**src/rtl/alu_seq_pkg.sv**
```systemverilog
// ---------------------------------------------------------------------------
// alu_seq_pkg
//   Shared types for the sequential ALU: opcode encoding, controller state
//   encoding, result flag bundle and the iterative-unit mode select.
//
//   Optional feature macro: ALU_SEQ_DIV_EN
//     defined   -> DIVU/REMU are executed by the iterative unit
//     undefined -> DIVU/REMU are illegal opcodes (single cycle, err=1)
// ---------------------------------------------------------------------------
package alu_seq_pkg;

  typedef enum logic [3:0] {
    OP_OR   = 4'b0000,
    OP_AND  = 4'b0001,
    OP_XOR  = 4'b0010,
    OP_SLL  = 4'b0011,
    OP_SRL  = 4'b0100,
    OP_SUB  = 4'b0101,
    OP_ADD  = 4'b0110,
    OP_NOR  = 4'b0111,
    OP_NAND = 4'b1000,
    OP_SLTU = 4'b1001,
    OP_MUL  = 4'b1010,
    OP_SRA  = 4'b1011,
    OP_DIVU = 4'b1100,
    OP_REMU = 4'b1101,
    OP_ANDN = 4'b1110,
    OP_XNOR = 4'b1111
  } op_e;

  typedef enum logic [1:0] {
    ST_IDLE = 2'd0,
    ST_EXEC = 2'd1,
    ST_BUSY = 2'd2,
    ST_DONE = 2'd3
  } state_e;

  typedef struct packed {
    logic z;
    logic n;
    logic v;
    logic c;
    logic err;
  } flags_t;

  typedef enum logic {
    ITER_MUL = 1'b0,
    ITER_DIV = 1'b1
  } iter_mode_e;

  // Opcodes that take the multi-cycle path through alu_iter.
  function automatic logic is_iter_op(op_e op);
`ifdef ALU_SEQ_DIV_EN
    return (op == OP_MUL) || (op == OP_DIVU) || (op == OP_REMU);
`else
    return (op == OP_MUL);
`endif
  endfunction

endpackage

```
**src/rtl/alu_iter.sv**
```systemverilog
// ---------------------------------------------------------------------------
// alu_iter
//   Bit-serial multiply (shift-add) and, when ALU_SEQ_DIV_EN is defined,
//   restoring unsigned divide. One bit per clock, WIDTH steps per operation.
//   The accumulator, shift register and operand register are shared by both
//   algorithms.
//
//   Ports
//     clk, rst_n  clock, asynchronous active-low reset
//     start       load operands and begin (one-cycle pulse)
//     a, b        operands (MUL: a*b, DIV: a/b)
//     done        step counter has reached terminal count (unit idle)
//     acc         MUL: product low WIDTH bits; DIV: remainder
//     mode        (ALU_SEQ_DIV_EN only) ITER_MUL / ITER_DIV, sampled at start
//     quo         (ALU_SEQ_DIV_EN only) DIV quotient
// ---------------------------------------------------------------------------
module alu_iter
  import alu_seq_pkg::*;
#(
  parameter int WIDTH = 32
) (
  input  logic             clk,
  input  logic             rst_n,
  input  logic             start,
  input  logic [WIDTH-1:0] a,
  input  logic [WIDTH-1:0] b,
`ifdef ALU_SEQ_DIV_EN
  input  iter_mode_e       mode,
  output logic [WIDTH-1:0] quo,
`endif
  output logic             done,
  output logic [WIDTH-1:0] acc
);

  localparam int CW = $clog2(WIDTH) + 1;

  logic [CW-1:0]    cnt_q;
  logic [WIDTH-1:0] acc_q;
  logic [WIDTH-1:0] sreg_q;
  logic [WIDTH-1:0] oper_q;

`ifdef ALU_SEQ_DIV_EN
  iter_mode_e       mode_q;
  logic [WIDTH:0]   rem_t;
  logic [WIDTH:0]   rem_diff;
  logic             rem_ge;

  // Restoring step: shift the next dividend bit into the partial remainder
  // and try to subtract the divisor. A zero divisor always "fits", which
  // naturally yields an all-ones quotient and a remainder equal to a.
  always_comb begin
    rem_t    = {acc_q, sreg_q[WIDTH-1]};
    rem_diff = rem_t - {1'b0, oper_q};
    rem_ge   = ~rem_diff[WIDTH];
  end
`endif

  always_ff @(posedge clk or negedge rst_n) begin
    if (!rst_n) begin
      cnt_q  <= '0;
      acc_q  <= '0;
      sreg_q <= '0;
      oper_q <= '0;
`ifdef ALU_SEQ_DIV_EN
      mode_q <= ITER_MUL;
`endif
    end else if (start) begin
      cnt_q <= CW'(WIDTH);
      acc_q <= '0;
`ifdef ALU_SEQ_DIV_EN
      mode_q <= mode;
      if (mode == ITER_DIV) begin
        sreg_q <= a;
        oper_q <= b;
      end else begin
        sreg_q <= b;
        oper_q <= a;
      end
`else
      sreg_q <= b;
      oper_q <= a;
`endif
    end else if (cnt_q != '0) begin
      cnt_q <= cnt_q - 1'b1;
`ifdef ALU_SEQ_DIV_EN
      if (mode_q == ITER_DIV) begin
        acc_q  <= rem_ge ? rem_diff[WIDTH-1:0] : rem_t[WIDTH-1:0];
        sreg_q <= {sreg_q[WIDTH-2:0], rem_ge};
      end else begin
        if (sreg_q[0]) acc_q <= acc_q + oper_q;
        oper_q <= oper_q << 1;
        sreg_q <= sreg_q >> 1;
      end
`else
      if (sreg_q[0]) acc_q <= acc_q + oper_q;
      oper_q <= oper_q << 1;
      sreg_q <= sreg_q >> 1;
`endif
    end
  end

  assign done = (cnt_q == '0);
  assign acc  = acc_q;
`ifdef ALU_SEQ_DIV_EN
  assign quo  = sreg_q;
`endif

endmodule

```
**src/rtl/alu_seq.sv**
```systemverilog
// ---------------------------------------------------------------------------
// alu_seq
//   Sequential ALU with valid/ready handshake on both sides. Logic, shift,
//   add/sub and compare ops finish one cycle after acceptance; MUL (and
//   DIVU/REMU when ALU_SEQ_DIV_EN is defined) run bit-serially in alu_iter
//   and finish WIDTH+1 cycles after acceptance. The result and flags are
//   held until the consumer takes them.
//
//   Optional feature macro: ALU_SEQ_DIV_EN (enables DIVU/REMU)
//
//   Ports
//     clk, rst_n         clock, asynchronous active-low reset
//     in_valid/in_ready  operation handshake (in_ready high only in IDLE)
//     a, b, csig         operands and opcode, captured on acceptance
//     out_valid/out_ready result handshake
//     out                registered result
//     z, n, v, c, err    registered flags
//
//   state   | meaning
//   --------+-----------------------------------------------------------
//   IDLE    | ready for a new operation
//   EXEC    | single-cycle op evaluating on captured operands
//   BUSY    | alu_iter stepping one bit per cycle
//   DONE    | result/flags presented, waiting for out_ready
// ---------------------------------------------------------------------------
module alu_seq
  import alu_seq_pkg::*;
#(
  parameter int WIDTH = 32
) (
  input  logic             clk,
  input  logic             rst_n,
  input  logic             in_valid,
  output logic             in_ready,
  input  logic [WIDTH-1:0] a,
  input  logic [WIDTH-1:0] b,
  input  logic [3:0]       csig,
  output logic             out_valid,
  input  logic             out_ready,
  output logic [WIDTH-1:0] out,
  output logic             z,
  output logic             n,
  output logic             v,
  output logic             c,
  output logic             err
);

  localparam int SHW = $clog2(WIDTH);

  state_e           state_q, state_d;
  logic [WIDTH-1:0] a_q, b_q;
  op_e              op_q;
  logic [WIDTH-1:0] out_q;
  flags_t           flags_q;

  logic             accept;
  logic             iter_start;
  logic             iter_done;
  logic [WIDTH-1:0] iter_acc;
  logic [WIDTH-1:0] iter_res;
  logic             load_result;

  logic [WIDTH-1:0] res;
  flags_t           fl;
  logic [WIDTH:0]   sum_w;
  logic [WIDTH-1:0] diff_w;
  logic [SHW-1:0]   shamt;

  assign in_ready    = (state_q == ST_IDLE);
  assign out_valid   = (state_q == ST_DONE);
  assign accept      = in_valid && in_ready;
  assign iter_start  = accept && is_iter_op(op_e'(csig));
  assign load_result = (state_q == ST_EXEC) || ((state_q == ST_BUSY) && iter_done);

  // ---- controller ----
  always_ff @(posedge clk or negedge rst_n) begin
    if (!rst_n) state_q <= ST_IDLE;
    else        state_q <= state_d;
  end

  always_comb begin
    state_d = state_q;
    unique case (state_q)
      ST_IDLE: if (accept) state_d = is_iter_op(op_e'(csig)) ? ST_BUSY : ST_EXEC;
      ST_EXEC: state_d = ST_DONE;
      ST_BUSY: if (iter_done) state_d = ST_DONE;
      ST_DONE: if (out_ready) state_d = ST_IDLE;
      default: state_d = ST_IDLE;
    endcase
  end

  // ---- operand capture ----
  always_ff @(posedge clk or negedge rst_n) begin
    if (!rst_n) begin
      a_q  <= '0;
      b_q  <= '0;
      op_q <= OP_OR;
    end else if (accept) begin
      a_q  <= a;
      b_q  <= b;
      op_q <= op_e'(csig);
    end
  end

  // ---- iterative unit: fed straight from the ports so it starts stepping
  //      on the cycle after acceptance ----
`ifdef ALU_SEQ_DIV_EN
  logic [WIDTH-1:0] iter_quo;

  alu_iter #(.WIDTH(WIDTH)) u_iter (
    .clk   (clk),
    .rst_n (rst_n),
    .start (iter_start),
    .a     (a),
    .b     (b),
    .mode  ((op_e'(csig) == OP_MUL) ? ITER_MUL : ITER_DIV),
    .quo   (iter_quo),
    .done  (iter_done),
    .acc   (iter_acc)
  );

  assign iter_res = (op_q == OP_DIVU) ? iter_quo : iter_acc;
`else
  alu_iter #(.WIDTH(WIDTH)) u_iter (
    .clk   (clk),
    .rst_n (rst_n),
    .start (iter_start),
    .a     (a),
    .b     (b),
    .done  (iter_done),
    .acc   (iter_acc)
  );

  assign iter_res = iter_acc;
`endif

  // ---- result and flags ----
  always_comb begin
    res    = '0;
    fl     = '0;
    sum_w  = {1'b0, a_q} + {1'b0, b_q};
    diff_w = a_q - b_q;
    shamt  = b_q[SHW-1:0];

    if (state_q == ST_BUSY) begin
      res = iter_res;
    end else begin
      unique case (op_q)
        OP_OR:   res = a_q | b_q;
        OP_AND:  res = a_q & b_q;
        OP_XOR:  res = a_q ^ b_q;
        OP_SLL:  res = a_q << shamt;
        OP_SRL:  res = a_q >> shamt;
        OP_SUB: begin
          res  = diff_w;
          fl.c = (a_q >= b_q);
          fl.v = (a_q[WIDTH-1] != b_q[WIDTH-1]) && (diff_w[WIDTH-1] != a_q[WIDTH-1]);
        end
        OP_ADD: begin
          res  = sum_w[WIDTH-1:0];
          fl.c = sum_w[WIDTH];
          fl.v = (a_q[WIDTH-1] == b_q[WIDTH-1]) && (sum_w[WIDTH-1] != a_q[WIDTH-1]);
        end
        OP_NOR:  res = ~(a_q | b_q);
        OP_NAND: res = ~(a_q & b_q);
        OP_SLTU: res = {{(WIDTH-1){1'b0}}, (a_q < b_q)};
        OP_MUL:  res = '0;
        OP_SRA:  res = $unsigned($signed(a_q) >>> shamt);
`ifdef ALU_SEQ_DIV_EN
        OP_DIVU: res = '0;
        OP_REMU: res = '0;
`else
        // Divider not built: flag the opcode and return zero.
        OP_DIVU: fl.err = 1'b1;
        OP_REMU: fl.err = 1'b1;
`endif
        OP_ANDN: res = a_q & ~b_q;
        OP_XNOR: res = ~(a_q ^ b_q);
        default: res = '0;
      endcase
    end

    fl.z = (res == '0);
    fl.n = res[WIDTH-1];
  end

  always_ff @(posedge clk or negedge rst_n) begin
    if (!rst_n) begin
      out_q   <= '0;
      flags_q <= '0;
    end else if (load_result) begin
      out_q   <= res;
      flags_q <= fl;
    end
  end

  assign out = out_q;
  assign z   = flags_q.z;
  assign n   = flags_q.n;
  assign v   = flags_q.v;
  assign c   = flags_q.c;
  assign err = flags_q.err;

endmodule

```
**config.mk**
```make
export PLATFORM = sky130hd
export DESIGN_NAME = alu_seq
export DESIGN_NICKNAME = d
export VERILOG_FILES = /design/src/rtl/alu_seq_pkg.sv /design/src/rtl/alu_iter.sv /design/src/rtl/alu_seq.sv
export SDC_FILE = /design/constraint.sdc
export NUM_CORES = 1
export LEC_CHECK = 0
export ABC_AREA = 0
export CORE_UTILIZATION = 35
export DETAILED_ROUTE_END_ITERATION = 10
export PLACE_DENSITY = 0.52
export SLEW_MARGIN = 0
export SYNTH_ARGS = -nofsm -noshare
export SYNTH_HDL_FRONTEND = slang
export SYNTH_SLANG_ARGS = --single-unit
```
**constraint.sdc**
```tcl
create_clock -name clk -period 4.76 [get_ports clk]
set_clock_uncertainty 0.2 [all_clocks]
set_input_delay 0.714 -clock clk [delete_from_list [all_inputs] [get_ports clk]]
set_output_delay 0.714 -clock clk [all_outputs]
set_load 0.02 [all_outputs]
```
Word level (Yosys, flattened, before mapping)
Index checks and enable logic that the tools add are counted.

storage, ports and cells
  bits in registers = 209
  bits of input ports = 72
  output and inout port bits = 39
  logic and storage cells = 91

cells by class
  add/sub/neg operators = 4
  order comparisons = 2
  equal/unequal tests = 25
  shift operators = 3
  mux-type cells = 19
  bitwise gates (word level) = 8
  reductions and logical operators = 16

operator list
  operator                                                            number
  32-bit case mux with 13 select lines                                1
  32-bit two-way mux                                                  8
  32-bit NOT                                                          4
  32-bit AND                                                          2
  32-bit by 32-bit adder with 33-bit output                           1
  32-bit adder                                                        1
  4-bit == test, second input constant                                8
  32-bit greater-or-equal comparator                                  1
  32-bit logical NOT                                                  1
  32-bit less-than comparator                                         1
  32-bit OR                                                           1
  32-bit by 5-bit left shift with 32-bit output                       1
  32-bit by 5-bit >> shifter with 32-bit output                       1
  32-bit by 5-bit >>> shifter with 32-bit output                      1
  32-bit subtractor                                                   1
  32-bit XOR                                                          1
  4-bit by 3-bit == test with 1-bit output, second input constant     4
  6-bit two-way mux                                                   2
  4-bit by 2-bit == test with 1-bit output, second input constant     2
  2-bit two-way mux                                                   4
  2-bit case mux with 4 select lines                                  1
  6-bit logical NOT                                                   1
  6-bit nonzero test                                                  1
  6-bit by 1-bit subtractor with 6-bit output, second input constant  1
  other kinds (18)                                                    27

Depth between registers and ports, before layout
Gate-level depths: netlist of run 1.

  depth after elaboration = 5
  gate-level depth with buffers = 19
  mapped depth without buffers = 15

Hierarchy
A second synthesis of run 1 with hierarchy kept.

unflattened totals
  cell total of the unflattened synthesis = 2858
  area total of the unflattened synthesis = 22619.2 µm²

by module, submodules not included
  module    times used  cells each  area each (µm²)  sequential area each (µm²)
  alu_seq   1           2136        16214.3          2652.5
  alu_iter  1           722         6404.9           2552.4

Worst setup path after synthesis of run 1
No wires, ideal clock.

  path type = register to register
  from = reg b_q[2]
  to = reg flags_q (netlist bit z)
  setup time = 66 ps
  arrival = 4565 ps
  slack = -71 ps
  stages on the path, launching flop included = 19
  path buffers = 4
  period minus slack after synthesis = 4831 ps
  path through = dfrtp_1 clkinv_1 clkbuf_1 clkbuf_1 clkbuf_1 ha_1 buf_4 nor3_2 or3_1 a32oi_1 nor3_1 or4b_1 o31a_1 nor4b_2 nand4_1 or4_1 nor4_1 and4_1 a41o_1

on the way
  longest elaborated chain between the ends = 5

ends and longest elaborated chain
  item                                                                               RTL line        RTL
  start: declaration                                                                 alu_seq.sv:51   logic [WIDTH-1:0] a_q, b_q;
  start signal: assignment                                                           alu_seq.sv:96   b_q <= '0;
  start signal: assignment                                                           alu_seq.sv:100  b_q <= b;
  branches (longest 2 deep; another with 32-bit by 32-bit adder with 33-bit output)  -
  32-bit case mux with 13 select lines (*)                                           alu_seq.sv:148  unique case (op_q)
  32-bit two-way mux (*)                                                             alu_seq.sv:145  if (state_q == ST_BUSY) begin
  32-bit logical NOT (*)                                                             alu_seq.sv:183  fl.z = (res == '0);
  end signal: assignment                                                             alu_seq.sv:193  flags_q <= fl;
  end: declaration                                                                   alu_seq.sv:54   flags_t flags_q;

Every way passes the cells marked *.
A chain may end at the register's enable or synchronous reset.

Worst setup path after layout of run 1
  from = reg b_q[1]
  to = reg flags_q (netlist bit z)

Same word-level chain as after synthesis.

==> impl_metrics.env, run 1 <==
export IMPL_max_freq_mhz=211
export IMPL_grt_pass1_wl_microns=189000
export IMPL_regArea_sq_mm=0.00522
export IMPL_cts_root_buf="clkbuf_16"
export IMPL_rows=92
export IMPL_maxCapViolations=0
export IMPL_multi_input_area_sq_mm=0.0159
export IMPL_final_cell_mix="438 x buf_4, 419 x nand2_1, 277 x nor2_1"
export IMPL_start_util_pct=35.5
export IMPL_grt_max_degree=93
export IMPL_cpMostUsedCell="buf_4"
export IMPL_synth_top_family_by_area="compound AO/OA/AOI/OAI gates"
export IMPL_htreeDepth=1
export IMPL_cts_sinks=208
export IMPL_antenna_found_initial=11
export IMPL_vias=26400
export IMPL_reg2reg_to="z$_DFFE_PN0P_"
export IMPL_fp_coreArea_sq_mm=0.0631
export IMPL_antenna_left=0
export IMPL_crit_path_start="b_q[1]$_DFFE_PN0P_"
export IMPL_via_per_inst=6.46
export IMPL_required_ps=5080
export IMPL_final_max_slew_viol_count=0
export IMPL_setup_violations=0
export IMPL_ios=111
export IMPL_drive_gt1_share_pct=22.9
export IMPL_stdcell_count=4083
export IMPL_crit_slowest_cell="mux4_2"
export IMPL_synth_compound_area_share_pct=25.5
export IMPL_drt_wl_total_microns=136000
export IMPL_gp_routability_congestion=1.09
export IMPL_synthMuxAreaShare_pct=14.2
export IMPL_synth_cells=2854
export IMPL_cts_made_buffers=25
export IMPL_critPathCaptureType="flip-flop"
export IMPL_fin_tns_setup_ps=0
export IMPL_design_area_sq_mm=0.0284
export IMPL_num_fill_cells=6408
export IMPL_cts_tree="built"
export IMPL_clock_latency_ps=580
export IMPL_r2r_start="b_q[1]$_DFFE_PN0P_"
export IMPL_fp_dieH_microns=255
export IMPL_synth_area_sq_mm=0.0224
export IMPL_critical_path_top_delay_family="simple AND/OR/NAND/NOR gates"
export IMPL_slew_limit_headroom_pct=25.9
export IMPL_dieArea_sq_mm=0.0649
export IMPL_first_pass_iters=6
export IMPL_portBuffers=110
export IMPL_cts_clk_slew_worst_paths_ps=60
export IMPL_dp_cells=4027
export IMPL_nNetsFinal=3428
export IMPL_ys_seq_area_share_pct=23.3
export IMPL_r2r_slack_ps=30
export IMPL_dpl_cell_area_sq_mm=0.0273
export IMPL_slowest_delay_ps=600
export IMPL_status="complete, no violations"
export IMPL_grt_total_usage_pct=41.0
export IMPL_cp_num_cells=15
export IMPL_crit_type="reg -> reg"
export IMPL_cts_buffer_depth=3
export IMPL_grt_overflow_total=0
export IMPL_synth_edf_count=0
export IMPL_avgSynthCellArea_sq_um=7.84
export IMPL_syn_num_nets=3067
export IMPL_yosysWarnings=0
export IMPL_ir_drop_mv=0.233
export IMPL_async_reset_ff_share_pct=100
export IMPL_p_leak_nw=12.3
export IMPL_ys_ff_latch=208
export IMPL_hold_path_class="reg -> reg"
export IMPL_drtIter0Drc=3602
export IMPL_yosys_area_share_adder_pct=7.99
export IMPL_synth_simple_area_share_pct=21.0
export IMPL_fp_dieW_microns=255
export IMPL_critPathLaunchType="flip-flop"
export IMPL_rr_worst_depth=15
export IMPL_cp_num_buf_inv=4
export IMPL_drc=0
export IMPL_worst_pin_slew_ps=1110
export IMPL_wl_per_cell_microns=33.2
export IMPL_final_common_cell="buf_4"
export IMPL_worst_hold_slack_ps=270
export IMPL_finalCritPeriodShare_pct=99.4
export IMPL_synth_xor_area_share_pct=1.25
export IMPL_worstPathArrival_ps=5050
export IMPL_critPathMaxFanout=10
export IMPL_p_per_area_mw_per_mm2=139
export IMPL_total_power_w=0.00393
export IMPL_grt_pass1_vias=24800
export IMPL_fin_crit_ps=4730
export IMPL_crit_chain="buf_12 -> inv_4 -> buf_4 -> mux4_2 -> a222oi_1 -> buf_4 -> nor2_1 -> nor4_2 -> a2bb2oi_2 -> o211a_1 -> nand4_1 -> or4_4 -> nor4_4 -> and4_1 -> a41o_1"
export IMPL_finalHoldViolations=0
export IMPL_synth_distinct_cells=99
export IMPL_area_delta_synth_final_pct=26.7
export IMPL_crit_end="z$_DFFE_PN0P_"
export IMPL_dpl_hpwl_microns=109000
export IMPL_synth_main_ff_cell="dfrtp_1"
==> flip-flops by register name, summed over array words and instances, names as in the netlist <==
name,cells
u_iter.cnt_q,6
z,1
out,32
u_iter.acc,32
u_iter.oper_q,32
b_q,32
c,1
op_q,4
v,1
a_q,32
err,1
state_q,2
u_iter.sreg_q,32
==> through the flow <==
step	util, %	setup slack, ps
after floorplan	-	24.8
after global placement	43.2	-504
after detailed placement	43.3	-322
after CTS	44.7	8.13
after global routing	44.9	-21.7
final	44.9	30.2
==> metal layers <==
metal  vias to the layer above  part of all wire (%)  GRT usage [%]
met2                      1702                    43           62.3
met3                       393                    11           10.2
met5                         -                 0.035              0
met4                         8                   6.4           21.2
li1                      11200                     -              -
met1                     13000                    40           53.6
==> cells in the mapped netlist (65+ instances only) <==
cell | number | share of area [%]
nand2_1 | 420 | 7.0
nor2_1 | 277 | 4.6
dfrtp_1 | 208 | 23
a21oi_1 | 186 | 4.2
clkbuf_1 | 147 | 2.5
o21ai_0 | 141 | 3.2
ha_1 | 138 | 7.7
mux2_2 | 112 | 5.6
inv_1 | 110 | 1.8
a31oi_1 | 92 | 2.6
mux2i_1 | 82 | 3.7
nor3_1 | 65 | 1.5
==> power breakdown <==
group | total [W] | internal (W) | switching, W
logic | 0.000139 | 0.0000562 | 0.0000825
registers | 0.00177 | 0.00177 | 0
clock network | 0.00203 | 0.00117 | 0.000851
total | 0.00393 | 0.00300 | 0.000933
==> worst reg2reg max path, cell delays in order, from the launching register on <==
cell and delay (ps):
dfrtp_4 540, buf_12 160, inv_4 70, buf_4 280, mux4_2 620, a222oi_1 390
buf_4 230, nor2_1 80, nor4_2 170, a2bb2oi_2 330, o211a_1 230, nand4_1 220
or4_4 520, nor4_4 270, and4_1 230, a41o_1 160
==> worst min path at each step <==
| stage | from | to | slack, ps | cells past startpoint |
|---|---|---|---|---|
| 6_report | out[28]$_DFFE_PN0P_ | out[28]$_DFFE_PN0P_ | 270 | 2 |
| 5_1_grt | out[8]$_DFFE_PN0P_ | out[8]$_DFFE_PN0P_ | 290 | 2 |
| 4_1_cts | out[28]$_DFFE_PN0P_ | out[28]$_DFFE_PN0P_ | 270 | 2 |
| 3_5_place_dp | out[8]$_DFFE_PN0P_ | out[8]$_DFFE_PN0P_ | 260 | 2 |
| 3_3_place_gp | out[8]$_DFFE_PN0P_ | out[8]$_DFFE_PN0P_ | 260 | 2 |
| 2_1_floorplan | rst_n | a_q[0]$_DFFE_PN0P_ | 220 | 0 |
==> logic make-up after synthesis <==
kind of cell	count (synthesis)
xor+xnor	32
flops	208
fa+ha+maj	141
mux	244
simple gates	1029
buf+inv	357
compound gates	843
==> cell type report <==
cell class	instances	share of cell area (%)
Multi-Input combinational cell	2289	56.0
Sequential cell	208	18.4
Timing Repair Buffer	574	17.3
Tap cell	846	3.73
Clock buffer	35	2.55
Inverter	117	1.56
Clock inverter	11	0.459
Antenna cell	3	0.0265
==> repair_timing <==
item | in CTS | in global routing
pin swaps | 2 | 5
resized for setup | 11 | 14
endpoints found under the hold margin | 84 | 0
setup buffers | 1 | 5
endpoints found under the setup margin | 1 | 4
hold buffers | 1 | 0
No activity file was read; power rests on OpenSTA's default activity.
==> run 2: changes to the inputs <==
--- a/config.mk
+++ b/config.mk
@@ -7,6 +7,7 @@
 export LEC_CHECK = 0
 export ABC_AREA = 0
 export CORE_UTILIZATION = 35
+export CTS_CLUSTER_SIZE = 20
 export DETAILED_ROUTE_END_ITERATION = 10
 export PLACE_DENSITY = 0.52
 export SLEW_MARGIN = 0
==> run 2 against run 1 <==
  * The flow now finishes with violations (negative setup slack)
  * Register-to-register slack worse by 50 ps
  * Die area stayed put
  * Combinational power about the same
  * Sequential power hardly changed
  * Fmax decreased by 1.1%
  * Final area rose by 1.1%
  * Largest power group unchanged
  * Critical path depth fell by 2
  * Setup slack worse by 52 ps
  * Global-route usage barely moved
  * Wire length up 0.56%
  * First-iteration DRC count fell by 4.4%
==> impl_metrics.env, run 2 (synthesis gave the netlist of run 1 again) <==
export IMPL_grt_overflow_total=0
export IMPL_internal_power_w=0.00320
export IMPL_grtUsageMet1_pct=53.3
export IMPL_area_delta_synth_final_pct=28.1
export IMPL_via_per_inst=6.44
export IMPL_clockPowerShare_pct=54.1
export IMPL_fin_crit_ps=4780
export IMPL_ios=111
export IMPL_final_common_cell="buf_4"
export IMPL_final_cell_mix="436 x buf_4, 419 x nand2_1, 277 x nor2_1"
export IMPL_cts_buffer_depth=3
export IMPL_critPathCaptureType="flip-flop"
export IMPL_antenna_left=0
export IMPL_nNetsFinal=3431
export IMPL_grt_max_degree=93
export IMPL_first_pass_iters=8
export IMPL_drtIter0Drc=3442
export IMPL_dpl_hpwl_microns=109000
export IMPL_rr_worst_depth=13
export IMPL_cts_clk_slew_worst_paths_ps=60
export IMPL_wl_per_cell_microns=33.4
export IMPL_setup_violations=1
export IMPL_dieArea_sq_mm=0.0649
export IMPL_drc=0
export IMPL_cts_root_buf="clkbuf_16"
export IMPL_max_freq_mhz=209
export IMPL_cp_num_buf_inv=1
export IMPL_worstPathArrival_ps=5100
export IMPL_fp_dieW_microns=255
export IMPL_crit_type="reg -> reg"
export IMPL_finalCritPeriodShare_pct=100
export IMPL_grt_use_met3_pct=10.6
export IMPL_cts_tree="built"
export IMPL_fp_coreArea_sq_mm=0.0631
export IMPL_crit_chain="mux2_2 -> mux4_2 -> a222oi_1 -> buf_4 -> nor2_1 -> nor4_2 -> a2bb2oi_2 -> o211a_1 -> nand4_1 -> or4_4 -> nor4_4 -> and4_1 -> a41o_1"
export IMPL_critical_path_top_delay_family="simple AND/OR/NAND/NOR gates"
export IMPL_drt_wl_total_microns=136000
export IMPL_status="finished with violations"
export IMPL_grt_pass1_vias=24800
export IMPL_stdcell_count=4086
export IMPL_switching_power_w=0.000956
export IMPL_critPathMaxFanout=9
export IMPL_dp_cells=4027
export IMPL_p_comb_share_pct=3.3
export IMPL_fp_dieH_microns=255
export IMPL_gp_routability_congestion=1.09
export IMPL_grt_total_usage_pct=41.0
export IMPL_grt_use_met2_pct=62.0
export IMPL_violations="negative setup slack"
export IMPL_preCtsSetupSlack_ps=-322
export IMPL_drive_gt1_share_pct=23.8
export IMPL_min_path_cells=2
export IMPL_maxCapViolations=0
export IMPL_ir_drop_mv=0.236
export IMPL_grt_pass1_wl_microns=189000
export IMPL_fin_tns_setup_ps=-22.2
export IMPL_required_ps=5080
export IMPL_crit_slowest_cell="or4_4"
export IMPL_hold_path_class="reg -> reg"
export IMPL_p_per_area_mw_per_mm2=145
export IMPL_slowest_delay_ps=640
export IMPL_start_util_pct=35.5
export IMPL_grt_most_used_layer="met2"
export IMPL_cp_num_cells=13
export IMPL_htreeDepth=1
export IMPL_finalHoldViolations=0
export IMPL_p_seq_share_pct=42.5
export IMPL_p_leak_nw=12.4
export IMPL_rows=92
export IMPL_clock_latency_ps=590
export IMPL_critPathLaunchType="flip-flop"
export IMPL_final_max_slew_viol_count=0
export IMPL_slew_limit_headroom_pct=23.1
export IMPL_fin_ws_ps=-22.2
export IMPL_cts_sinks=208
export IMPL_p_sw_share_pct=23.0
export IMPL_cts_made_buffers=25
export IMPL_worst_pin_slew_ps=1140
export IMPL_portBuffers=110
export IMPL_vias=26300
export IMPL_antenna_found_initial=9
## run 2: cell count changes in the layout (fill, tap and decap cells not counted), sizes merged
cell      delta
bufinv       +4
clkbuf       -2
clkinv       -3
clkinvlp     +2
buf          +2
## run 2: metrics by stage
step	area (sq um)	util, %	power, W	hold slack, ps
after floorplan	22400	-	0.00180	218
after global placement	27300	43.2	0.00194	259
after detailed placement	27300	43.3	0.00194	259
after CTS	28300	44.9	0.00419	271
after global routing	28700	45.4	0.00425	291
final	28700	45.5	0.00416	269
## run 2: area by class of cell
| type | instances | area [sq um] |
|---|---|---|
| Fill cell | 6395 | 34400 |
| Multi-Input combinational cell | 2289 | 16000 |
| Sequential cell | 208 | 5220 |
| Timing Repair Buffer | 577 | 4980 |
| Tap cell | 846 | 1060 |
| Clock buffer | 32 | 702 |
| Inverter | 117 | 449 |
| Clock inverter | 14 | 249 |
| Antenna cell | 3 | 7.51 |
## run 2: power by group through the flow
stage          combinational (W)  sequential, W  clock, W
2_1_floorplan         0.00000157        0.00180         0
3_3_place_gp            0.000137        0.00180         0
3_5_place_dp            0.000138        0.00180         0
4_1_cts                 0.000139        0.00177   0.00229
5_1_grt                 0.000146        0.00177   0.00234
6_report                0.000138        0.00177   0.00225
## run 2: layer usage
metal / vias up / part of all wire [%]
li1: 11300 / -
met1: 13000 / 40
met2: 1673 / 43
met3: 389 / 11
met4: 4 / 6.4
met5: - / 0.019
## run 2: worst paths after layout
check / from / end / slack, ps
min reg2reg: out[28]$_DFFE_PN0P_ / out[28]$_DFFE_PN0P_ / 270
min: out[28]$_DFFE_PN0P_ / out[28]$_DFFE_PN0P_ / 270
max in group asynchronous: rst_n / b_q[2]$_DFFE_PN0P_ / 2790
min in group asynchronous: rst_n / u_iter.sreg_q[0]$_DFFE_PN0P_ / 510
max reg2reg: a_q[20]$_DFFE_PN0P_ / z$_DFFE_PN0P_ / -20
max: a_q[20]$_DFFE_PN0P_ / z$_DFFE_PN0P_ / -20
## run 2: worst register-to-register path: cells and delay by family (launching register included)
| family | cells | cell delay, ps |
|---|---|---|
| buf+inv | 1 | 230 |
| mux | 2 | 980 |
| compound gates | 4 | 1060 |
| flops | 1 | 630 |
| simple gates | 6 | 1640 |
## run 2: timing repair
item,4_1_cts,5_1_grt
setup buffers,0,8
hold endpoints to repair,76,0
cloned,0,1
pin swaps,1,13
hold buffers,1,0
gates resized for setup,9,55
setup endpoints to repair,1,3
